--- config.mk ---
export PLATFORM = sky130hd
export DESIGN_NAME = barrier_sequencer
export DESIGN_NICKNAME = d
export VERILOG_FILES = /design/src/rtl/gpu_sched_pkg.sv /design/src/rtl/barrier_watchdog.sv /design/src/rtl/barrier_sequencer.sv
export SDC_FILE = /design/constraint.sdc
export NUM_CORES = 1
export LEC_CHECK = 0
export CAP_MARGIN = 20
export CORE_ASPECT_RATIO = 1.2
export CORE_UTILIZATION = 30
export CTS_CLUSTER_DIAMETER = 60
export DETAILED_ROUTE_END_ITERATION = 6
export DONT_BUFFER_PORTS = 1
export GPL_TIMING_DRIVEN = 0
export SYNTH_ARGS = -nofsm -noshare
export SYNTH_HDL_FRONTEND = slang
export SYNTH_SLANG_ARGS = --single-unit
export TNS_END_PERCENT = 5
--- constraint.sdc ---
create_clock -name clk -period 6 [get_ports clk]
set_input_delay 0.3 -clock clk [delete_from_list [all_inputs] [get_ports clk]]
set_output_delay 0.3 -clock clk [all_outputs]
set_load 0.02 [all_outputs]
--- src/rtl/gpu_sched_pkg.sv ---
// Shared scheduling types for the GPU core-array control blocks.
package gpu_sched_pkg;

    typedef enum logic [2:0] {
        ST_IDLE,
        ST_START,
        ST_WAIT,
        ST_RELEASE,
        ST_DONE
    } barrier_state_e;

endpackage

--- src/rtl/barrier_watchdog.sv ---
// Per-phase watchdog: counts enabled cycles since the last clear and flags the
// cycle in which the count reaches limit-1. A zero limit never expires.
module barrier_watchdog #(
    parameter int TIMEOUT_W = 16
) (
    input  logic                 clk,
    input  logic                 rst,
    input  logic                 clear,
    input  logic                 enable,
    input  logic [TIMEOUT_W-1:0] limit,
    output logic                 expired
);

    logic [TIMEOUT_W-1:0] count;

    // Saturating counter so a very long wait with the watchdog off cannot wrap.
    always_ff @(posedge clk or posedge rst) begin
        if (rst) begin
            count <= '0;
        end else if (clear) begin
            count <= '0;
        end else if (enable && (count != '1)) begin
            count <= count + TIMEOUT_W'(1);
        end
    end

    assign expired = enable && (limit != '0) && (count == (limit - TIMEOUT_W'(1)));

endmodule

--- src/rtl/barrier_sequencer.sv ---
// Multi-phase kernel/barrier controller: launches cores, collects per-core
// completion, releases the barrier each phase and reports done/timeout.
module barrier_sequencer
    import gpu_sched_pkg::*;
#(
    parameter int NUM_CORES = 1,
    parameter int PHASE_W   = 8,
    parameter int TIMEOUT_W = 16
) (
    input  logic                 clk,
    input  logic                 rst,
    input  logic                 launch_valid,
    output logic                 launch_ready,
    input  logic [PHASE_W-1:0]   launch_phases,
    input  logic [NUM_CORES-1:0] launch_mask,
    input  logic [TIMEOUT_W-1:0] timeout_limit,
    input  logic                 abort,
    output logic [NUM_CORES-1:0] core_start,
    input  logic [NUM_CORES-1:0] core_done,
    output logic                 barrier_release,
    output logic [PHASE_W-1:0]   phase_idx,
    output logic [NUM_CORES-1:0] arrived_mask,
    output logic                 busy,
    output logic                 done_pulse,
    output logic                 timeout_err
);

    barrier_state_e state;

    logic [PHASE_W-1:0]   phases_q;
    logic [NUM_CORES-1:0] mask_q;
    logic [TIMEOUT_W-1:0] limit_q;
    logic [NUM_CORES-1:0] arrived_next;
    logic                 all_arrived;
    logic                 last_phase;
    logic                 wd_expired;

    assign arrived_next = arrived_mask | (core_done & mask_q);
    assign all_arrived  = (arrived_next == mask_q);
    assign last_phase   = (phase_idx == (phases_q - PHASE_W'(1)));

    barrier_watchdog #(
        .TIMEOUT_W (TIMEOUT_W)
    ) u_watchdog (
        .clk     (clk),
        .rst     (rst),
        .clear   (state == ST_START),
        .enable  (state == ST_WAIT),
        .limit   (limit_q),
        .expired (wd_expired)
    );

    // Every output is a register loaded alongside the transition into the state
    // that owns it, so pulses line up exactly with the state they belong to.
    always_ff @(posedge clk or posedge rst) begin
        if (rst) begin
            state           <= ST_IDLE;
            launch_ready    <= 1'b1;
            busy            <= 1'b0;
            core_start      <= '0;
            barrier_release <= 1'b0;
            done_pulse      <= 1'b0;
            timeout_err     <= 1'b0;
            phase_idx       <= '0;
            arrived_mask    <= '0;
            phases_q        <= '0;
            mask_q          <= '0;
            limit_q         <= '0;
        end else begin
            core_start      <= '0;
            barrier_release <= 1'b0;
            done_pulse      <= 1'b0;
            if (abort && (state != ST_IDLE)) begin
                state        <= ST_IDLE;
                launch_ready <= 1'b1;
                busy         <= 1'b0;
                phase_idx    <= '0;
                arrived_mask <= '0;
            end else begin
                case (state)
                    ST_IDLE: begin
                        if (launch_valid && launch_ready) begin
                            phases_q     <= launch_phases;
                            mask_q       <= launch_mask;
                            limit_q      <= timeout_limit;
                            phase_idx    <= '0;
                            arrived_mask <= '0;
                            timeout_err  <= 1'b0;
                            launch_ready <= 1'b0;
                            busy         <= 1'b1;
                            if ((launch_phases == '0) || (launch_mask == '0)) begin
                                state      <= ST_DONE;
                                done_pulse <= 1'b1;
                            end else begin
                                state      <= ST_START;
                                core_start <= launch_mask;
                            end
                        end
                    end
                    ST_START: begin
                        arrived_mask <= '0;
                        state        <= ST_WAIT;
                    end
                    // Arrival is checked before the watchdog so a last-cycle arrival wins.
                    ST_WAIT: begin
                        arrived_mask <= arrived_next;
                        if (all_arrived) begin
                            state           <= ST_RELEASE;
                            barrier_release <= 1'b1;
                        end else if (wd_expired) begin
                            timeout_err <= 1'b1;
                            state       <= ST_DONE;
                            done_pulse  <= 1'b1;
                        end
                    end
                    ST_RELEASE: begin
                        if (last_phase) begin
                            state      <= ST_DONE;
                            done_pulse <= 1'b1;
                        end else begin
                            phase_idx  <= phase_idx + PHASE_W'(1);
                            state      <= ST_START;
                            core_start <= mask_q;
                        end
                    end
                    ST_DONE: begin
                        state        <= ST_IDLE;
                        launch_ready <= 1'b1;
                        busy         <= 1'b0;
                    end
                    default: begin
                        state        <= ST_IDLE;
                        launch_ready <= 1'b1;
                        busy         <= 1'b0;
                    end
                endcase
            end
        end
    end

endmodule
==> summary.txt, run 1 <==
number of global-route vias before repair -> 2851
starting density of the core -> 0.309
cell taking the most area after synthesis -> dfrtp_1
# IOs -> 45
ys async rst share -> 1.00
Mean Syn Cell Area -> 9.44 um2
Main synth FF type -> dfrtp_1
Area Overhead vs Synth -> 13.9%
RSZ-0062 raised after global routing -> no
DR pass1 iterations -> 4
Max-Cap Viols -> 0
post-synthesis cell count -> 379
worst reg2reg path startpoint -> limit_q[0]
FF-to-FF path depth -> 9
final worst path period need -> 3.15 ns
CTS Buf Count -> 9
Final Setup Violations -> 0
hold path startpoint -> timeout_limit[5]
worst slack, placed -> 2.88 ns
global-route wire length before repair -> 14000 um
relative slew slack -> 0.347
CP Class -> flop to flop
Clock transition at path regs -> 0.05 ns
DR WL/cell -> 15.4 um
Synth Warn # -> 0
Synth top area share -> 0.406
chip height -> 122 um
WL final -> 8540 um
crit path max fanout -> 7
DRC Markers -> 0
P_leak -> 1.68 nW
Port Buffers -> 0
Worst Max-Slew Pin Slew -> 0.977 ns
worst min-delay path category -> input pin to flop
crit path launch type -> flop
flop2flop setup slack -> 2.85 ns
post-route ant nets -> 0
Post-CTS Setup Inserts -> 0
Synth Cell Area -> 3580 um2
worst r2r dst -> done_pulse
diode count -> 0
synthesis-stage register bit count -> 59
Root Buffer Master -> clkbuf_16
nets -> 427
Initial DRC Count -> 120
All-Layer GR Usage -> 0.146
Final Cycle Share -> 0.525
final setup TNS -> 0 ns
CTS max path bufs -> 2
Yosys cell types -> 56
Req. time, crit path -> 6.26 ns
GP Congestion -> 0.835
Min-Delay Path Depth -> 2
Vias/cell -> 5.17
arrival time at the worst endpoint -> 3.41 ns
grt ovf -> 0
post-synthesis sequential area ratio -> 0.413
Row Count -> 43
final hold slack -> 0.0958 ns
CTS tree -> yes
htree depth -> 3
die area -> 12400 um2
initial antenna violation count -> 0
post-DP HPWL -> 6430 um
Slew Limit Fails -> 0
layout cells sized above 1 -> 0.134
Final Hold Viols -> 0
Post-synth EDFFs -> 0
synth top area cells -> dfrtp_1 (41%), mux2_2 (6.0%), xor2_1 (5.1%), xnor2_1 (4.7%), nor2_1 (4.2%)
CP endpoint kind -> flop
fmax -> 0.318 GHz
Hold Path End -> limit_q[5]
via count -> 2861
syn nets -> 414
final setup margin -> 2.85 ns
power per cell area -> 439 nW/um2
core box area -> 11600 um2
Die Wd -> 102 um
Sink Count -> 59
clk_lat worst skew -> 0.32 ns
largest net degree at the start of global routing -> 31
Final Skew -> 0.00629 ns
run status -> finished clean
peak supply drop -> 174 uV
==> cell type report <==
cell class                 instances  area [um2]
multi-input combinational        289        1950
clock buffer                      11         243
clock inverter                     4        27.5
sequential                        59        1480
inverter                          15        56.3
fill                            1199        7490
tap                              157         196
buffer                            16        95.1
timing repair buffer               2        30.0
==> synthesized netlist by cell type (all sizes together), types with 3 or more instances <==
library cell and n:
o311ai 3, a21oi 12, or4 9, mux2i 3, o21ai 33, mux2 19, nand2b 4, clkbuf 10
nor3 13, inv 15, or3 5, nand2 27, xor2 21, nor2 41, o41ai 3, and3 4
o31ai 3, a2111o 3, nor2b 3, dfrtp 58, nand4 5, and2 7, nand3 12, buf 6
xnor2 19, nor4 5, or2 3, and4 3, a31oi 3, ha 5
==> worst max-delay path by stage <==
stage | start | endpoint | slack (ns) | depth (start not counted)
after detailed placement | limit_q[0] | done_pulse | 2.88 | 9
final | limit_q[0] | done_pulse | 2.85 | 9
after global placement | limit_q[0] | done_pulse | 2.96 | 9
after CTS | limit_q[0] | done_pulse | 2.85 | 9
after global routing | limit_q[0] | done_pulse | 2.72 | 9
after floorplan | limit_q[4] | done_pulse | 3.22 | 8
==> registers in the layout (all words and copies together) (netlist names), 3 cells and up <==
register	cells
limit_q	16
u_watchdog.count	16
phase_idx	8
phases_q	8
state	3
==> cells in the final DEF (no fill, tap or decap), types with 4 or more instances in the layout <==
| master | Yosys | routed |
|---|---|---|
| a21oi_1 | 12 | 12 |
| and2_1 | 6 | 6 |
| and3_1 | 4 | 4 |
| clkbuf_1 | 9 | 10 |
| clkbuf_16 | 0 | 9 |
| dfrtp_1 | 58 | 58 |
| ha_1 | 5 | 5 |
| inv_1 | 15 | 14 |
| mux2_2 | 19 | 19 |
| nand2_1 | 27 | 27 |
| nand2b_1 | 4 | 4 |
| nand3_1 | 12 | 12 |
| nand4_1 | 5 | 5 |
| nor2_1 | 40 | 40 |
| nor3_1 | 13 | 13 |
| nor4_1 | 5 | 5 |
| o21ai_0 | 27 | 27 |
| o21ai_1 | 5 | 5 |
| or3_1 | 5 | 5 |
| or4_1 | 7 | 7 |
| xnor2_1 | 19 | 19 |
| xor2_1 | 21 | 21 |
==> worst max-delay path, stage by stage, from the launching register on <==
cell	delay, ns
dfrtp_1	0.46
inv_1	0.14
ha_1	0.28
or3b_2	0.55
o21ai_0	0.22
mux2i_1	0.22
a41oi_1	0.08
or4_4	0.47
or4b_4	0.59
nand2_1	0.09
==> stage by stage <==
| stage | area, um2 | power (mW) | util | cells |
|---|---|---|---|---|
| final | 4070 | 1.79 | 0.352 | 553 |
| after global routing | 4070 | 1.91 | 0.352 | 553 |
| after CTS | 4070 | 1.80 | 0.352 | 553 |
| after detailed placement | 3790 | 1.32 | 0.328 | 537 |
| after global placement | 3770 | 1.30 | 0.326 | 536 |
| after floorplan | 3580 | 1.16 | - | 379 |
==> layer usage <==
layer  vias to the layer above  GRT usage  wire length (um)  share of wire
li1                       1385          -                 -              -
met1                      1399      0.179              3740           0.44
met2                        64      0.248              4280           0.50
met3                        13     0.0384               394          0.046
met4                         0     0.0453               125          0.015
met5                         -          0                 0              0
==> kinds of logic (layout without fill, tap and decap cells) <==
logic type | count (synthesis) | count (layout) | synth area share
AO/OA/AOI/OAI | 71 | 71 | 0.129
XOR/XNOR | 41 | 41 | 0.104
adder cells (fa/ha/maj) | 5 | 5 | 0.0175
buffers and inverters | 31 | 48 | 0.0423
flip-flops | 59 | 59 | 0.413
multiplexers | 22 | 22 | 0.0682
AND/OR/NAND/NOR | 150 | 150 | 0.226
==> report_power, final <==
part	switching, mW	leakage, nW	internal (mW)	total [mW]
registers	0.152	0.766	0.511	0.663
logic	0.349	0.791	0.309	0.658
clock network	0.179	0.124	0.287	0.466
==> timing repair <==
item / CTS / global route
hold endpoints to repair: 29 / 0
hold buffers: 1 / 0
resized for setup: 0 / 0
No activity file was read; power rests on OpenSTA's default activity.
==> run 2: changes to the inputs <==
==> constraint.sdc (replaced) <==
create_clock -name clk -period 3.3 [get_ports clk]
set_input_delay 0.165 -clock clk [delete_from_list [all_inputs] [get_ports clk]]
set_output_delay 0.165 -clock clk [all_outputs]
set_load 0.02 [all_outputs]
==> summary.txt, run 2 (synthesized netlist as in run 1, its figures left out) <==
Cell Chain, Critical Path -> inv_1 -> ha_1 -> or3b_2 -> o21ai_0 -> mux2i_1 -> a41oi_1 -> or4_4 -> or4b_4 -> nand2_1
CTS Buf Count -> 9
Initial DRC Count -> 152
Sink Count -> 59
relative slew slack -> 0.351
FF-to-FF path depth -> 9
starting density of the core -> 0.309
Final Cycle Share -> 0.954
Metal-1 WL -> 3820 um
Area Overhead vs Synth -> 20.9%
Clock transition at path regs -> 0.05 ns
grt ovf -> 0
Worst Max-Slew Pin Slew -> 0.971 ns
power per cell area -> 758 nW/um2
htree depth -> 3
chip height -> 122 um
die area -> 12400 um2
# IOs -> 45
worst min-delay path category -> input pin to flop
CP endpoint kind -> flop
RSZ-0062 raised after global routing -> no
layout cells sized above 1 -> 0.126
Max-Cap Viols -> 0
post-DP HPWL -> 6430 um
Die Wd -> 102 um
largest net degree at the start of global routing -> 31
All-Layer GR Usage -> 0.151
nets -> 452
worst slack, placed -> 0.183 ns
DRC Markers -> 0
Min-Delay Path Depth -> 3
most frequent cells in the layout -> dfrtp_1 (58), nor2_1 (40), nand2_1 (27), o21ai_0 (27), dlygate4sd3_1 (26)
P_leak -> 1.79 nW
WL final -> 8790 um
diode count -> 0
core box area -> 11600 um2
DR pass1 iterations -> 4
Met2 Wirelength -> 4520 um
arrival time at the worst endpoint -> 3.41 ns
CTS tree -> yes
Port Buffers -> 0
Row Count -> 43
CP Class -> flop to flop
Final Setup Violations -> 0
commonest non-fill, non-tap cell in the layout -> dfrtp_1
final setup margin -> 0.152 ns
initial antenna violation count -> 0
number of global-route vias before repair -> 3008
final worst path period need -> 3.15 ns
fin util -> 0.374
Vias/cell -> 5.15
crit path max fanout -> 7
via count -> 2976
run status -> finished clean
Post-CTS Setup Inserts -> 0
Root Buffer Master -> clkbuf_16
post-route ant nets -> 0
DR WL/cell -> 15.2 um
peak supply drop -> 318 uV
Slew Limit Fails -> 0
Crit path largest cell delay -> 0.59 ns
Final Skew -> 0.00651 ns
CTS max path bufs -> 2
CP max stage cell -> or4b_4
fmax -> 0.318 GHz
clk_lat worst skew -> 0.33 ns
global-route wire length before repair -> 14600 um
crit path launch type -> flop
final setup TNS -> 0 ns
GP Congestion -> 0.835
Req. time, crit path -> 3.56 ns
DR WL met3 -> 348 um
Max Used Layer -> met4
Final Hold Viols -> 0
largest registers -> limit_q (16), u_watchdog.count (16)
==> run 2: cell type report <==
type | count | area (um2)
fillers | 1180 | 7240
clock buffers | 11 | 243
repair buffers | 27 | 280
clock inverters | 4 | 27.5
multi-input cells | 289 | 1950
well taps | 157 | 196
plain buffers | 16 | 95.1
inverters | 15 | 56.3
flip-flops and latches | 59 | 1480
==> run 2: what timing repair did <==
action,CTS,global route
endpoints found under the hold margin,54,0
resized for setup,0,0
hold buffers,26,0
==> run 2: critical path: cells and delay by family (launching register included) <==
family,cells,cell delay (ns)
AOI/OAI and AO/OA,2,0.30
and+or+nand+nor,4,1.70
adders and majority gates,1,0.27
DFF,1,0.45
buffers and inverters,1,0.14
muxes,1,0.22
==> run 2: path summary, 6_finish.rpt <==
kind / from / to / slack (ns)
worst min register to register: phases_q[7] / phases_q[7] / 0.55
min in group asynchronous: rst / limit_q[3] / 0.39
worst min-delay path: launch_valid / launch_ready / 0.03
worst max-delay path: limit_q[0] / done_pulse / 0.15
worst max register to register: limit_q[0] / done_pulse / 0.15
max in group asynchronous: rst / launch_ready / 2.24
==> run 2: where the power goes <==
group	internal (mW)	switching [mW]
clock network	0.522	0.325
registers	0.930	0.273
logic	0.582	0.644
==> run 2: routing by layer <==
layer	global-route usage	vias up
li1	-	1429
met3	0.0356	13
met1	0.184	1459
met2	0.265	75
met5	0	-
met4	0.0417	0
==> run 2: through the flow <==
step	cells	total power [mW]	hold slack, ns	cell area, um2
2_1_floorplan	379	2.12	0.282	3580
3_3_place_gp	536	2.37	0.290	3770
3_5_place_dp	537	2.40	0.175	3790
4_1_cts	578	3.30	0.0277	4320
5_1_grt	578	3.50	0.0434	4320
6_report	578	3.28	0.0319	4320
==> run 3: changes to the inputs <==
--- a/config.mk
+++ b/config.mk
@@ -5,6 +5,7 @@
 export SDC_FILE = /design/constraint.sdc
 export NUM_CORES = 1
 export LEC_CHECK = 0
+export ABC_AREA = 1
 export CAP_MARGIN = 20
 export CORE_ASPECT_RATIO = 1.2
 export CORE_UTILIZATION = 30
==> summary.txt, run 3 <==
Root Buffer Master -> clkbuf_16
fillers -> 1336
post-synthesis cell count -> 550
Hold Path End -> limit_q[5]
CP Class -> flop to flop
Sink Count -> 59
final setup TNS -> 0 ns
Final Setup Violations -> 0
starting density of the core -> 0.305
GP Congestion -> 0.917
commonest non-fill, non-tap cell in the layout -> nand2_1
Synth Warn # -> 0
fin util -> 0.372
Final Cycle Share -> 0.690
fmax -> 0.439 GHz
Post-DP Area -> 4080 um2
most frequent cells in the layout -> nand2_1 (178), inv_1 (65), nor2_1 (62)
CP endpoint kind -> flop
# IOs -> 45
cell taking the most area after synthesis -> dfrtp_1
Yosys cell types -> 35
Final Skew -> 0.00712 ns
Max-Cap Viols -> 0
Req. time, crit path -> 3.53 ns
power per cell area -> 883 nW/um2
Worst Max-Slew Pin Slew -> 0.603 ns
WL final -> 10300 um
number of global-route vias before repair -> 3776
clk_lat worst skew -> 0.34 ns
layout cells sized above 1 -> 0.0997
FF-to-FF path depth -> 15
Final Instance Area -> 4690 um2
largest registers -> limit_q (16), u_watchdog.count (16)
Min-Delay Path Depth -> 2
Synth Cell Area -> 3850 um2
Clock transition at path regs -> 0.05 ns
worst min-delay path category -> input pin to flop
CTS Buf Count -> 9
Vias/cell -> 4.77
Commonest cells post-synth -> nand2_1 (178), inv_1 (66), nor2_1 (62)
synth top area cells -> dfrtp_1 (38%), nand2_1 (17%), inv_1 (6.4%), nor2_1 (6.0%), nand3_1 (4.2%)
P_leak -> 2.24 nW
final hold slack -> -0.00248 ns
post-DP HPWL -> 7920 um
sequential cell area -> 1480 um2
Slew Limit Fails -> 0
power share of the sequential group -> 0.292
post-synthesis sequential area ratio -> 0.384
die area -> 13300 um2
final worst path period need -> 2.28 ns
CTS max path bufs -> 2
Main synth FF type -> dfrtp_1
nets -> 622
RSZ-0062 raised after global routing -> no
core box area -> 12600 um2
DR pass1 iterations -> 4
Comb pwr share -> 0.435
sw frac -> 0.434
worst slack, placed -> 1.06 ns
largest net degree at the start of global routing -> 35
Die Wd -> 105 um
CTS tree -> yes
Pwr Total -> 4.14 mW
initial antenna violation count -> 0
diode count -> 0
via count -> 3606
peak supply drop -> 489 uV
All-Layer GR Usage -> 0.168
Area Overhead vs Synth -> 21.7%
syn nets -> 585
Final Hold Viols -> 1
failing checks -> negative hold slack
Initial DRC Count -> 172
DRC Markers -> 0
DR WL/cell -> 13.6 um
global-route wire length before repair -> 17600 um
synthesis-stage register bit count -> 59
ys async rst share -> 1.00
crit path launch type -> flop
Synth top area share -> 0.377
Row Count -> 45
final setup margin -> 1.02 ns
chip height -> 126 um
post-route ant nets -> 0
sw power -> 1.80 mW
flop2flop setup slack -> 1.02 ns
Mean Syn Cell Area -> 7.00 um2
crit path max fanout -> 7
worst r2r dst -> timeout_err
part of the power in the clock network -> 0.273
run status -> complete, but fails checks
htree depth -> 3
Port Buffers -> 0
top-count cell post-synth -> nand2_1
worst reg2reg path startpoint -> limit_q[0]
Internal -> 2.35 mW
relative slew slack -> 0.597
Post-synth EDFFs -> 0
grt ovf -> 0
arrival time at the worst endpoint -> 2.51 ns
hold path startpoint -> timeout_limit[5]
area of the multi-input gates -> 2070 um2
[run 3: changes by cell type in the layout (fill, tap and decap cells not counted), moves of 11 or more]
cell / change
xor2_1: -11
inv_1: +51
mux2_2: -19
nor2_1: +22
nand3_1: +20
nand2_1: +151
[run 3: cell families (layout without fill, tap and decap cells)]
group / after synthesis / after routing / synth area share
AOI/OAI and AO/OA: 55 / 55 / 0.0789
xor gates and xnor gates: 26 / 26 / 0.0637
adders and majority gates: 5 / 5 / 0.0162
buffers and inverters: 80 / 122 / 0.0792
DFF: 59 / 59 / 0.384
and+or+nand+nor: 325 / 325 / 0.378
[run 3: worst max-delay path by stage]
stage	startpoint	to	cells after the start	slack, ns
final	limit_q[0]	timeout_err	15	1.02
after CTS	limit_q[0]	state[0]	14	1.02
after global placement	rst	limit_q[11]	1	1.00
after detailed placement	limit_q[0]	state[0]	14	1.06
after floorplan	phases_q[0]	phase_idx[3]	13	1.53
after global routing	limit_q[0]	timeout_err	15	0.79
[run 3: worst max-delay path, cell delays in order, from the launching register on]
cell     delay, ns
dfrtp_1       0.38
inv_1         0.20
ha_1          0.27
inv_1         0.07
nor2_1        0.23
nand2_1       0.08
nand2_1       0.07
nand3_1       0.08
nor2_1        0.09
nand2_1       0.06
nor2_1        0.13
nand3_1       0.21
nand2_1       0.14
nand2_1       0.06
nand2_1       0.05
nand2_1       0.05
[run 3: power groups by stage]
stage,registers [mW],clock network [mW],logic (mW)
after detailed placement,1.22,0,1.78
after global placement,1.21,0,1.74
after CTS,1.21,1.15,1.82
final,1.21,1.13,1.80
after global routing,1.24,1.17,2.07
after floorplan,1.16,0,1.39
[run 3: stage by stage]
stage	hold WS, ns	cells
after floorplan	0.282	550
after global placement	0.286	714
after detailed placement	0.155	715
after CTS	0.00168	756
after global routing	0.0186	756
final	-0.00248	756
[run 3: metal layers]
layer / global-route usage / vias up / routed length, um / part of all wire
met5: 0 / - / 0 / 0
met4: 0.0779 / 0 / 199 / 0.019
met3: 0.0316 / 15 / 397 / 0.038
met2: 0.325 / 71 / 5740 / 0.56
met1: 0.172 / 1697 / 3980 / 0.39
li1: - / 1823 / - / -
[run 3: area by class of cell]
class | instances | area share
multi-input combinational | 411 | 0.441
sequential | 59 | 0.315
inverter | 73 | 0.0584
timing repair buffer | 26 | 0.0576
clock buffer | 12 | 0.0568
tap | 164 | 0.0438
clock inverter | 4 | 0.0203
buffer | 7 | 0.00667
[run 3: timing repair]
| item | 4_1_cts | 5_1_grt |
|---|---|---|
| buffers inserted | 0 | 0 |
| gates resized for setup | 0 | 0 |
| endpoints found under the hold margin | 49 | 0 |
| setup endpoints to repair | 0 | 0 |
| hold buffers | 25 | 0 |
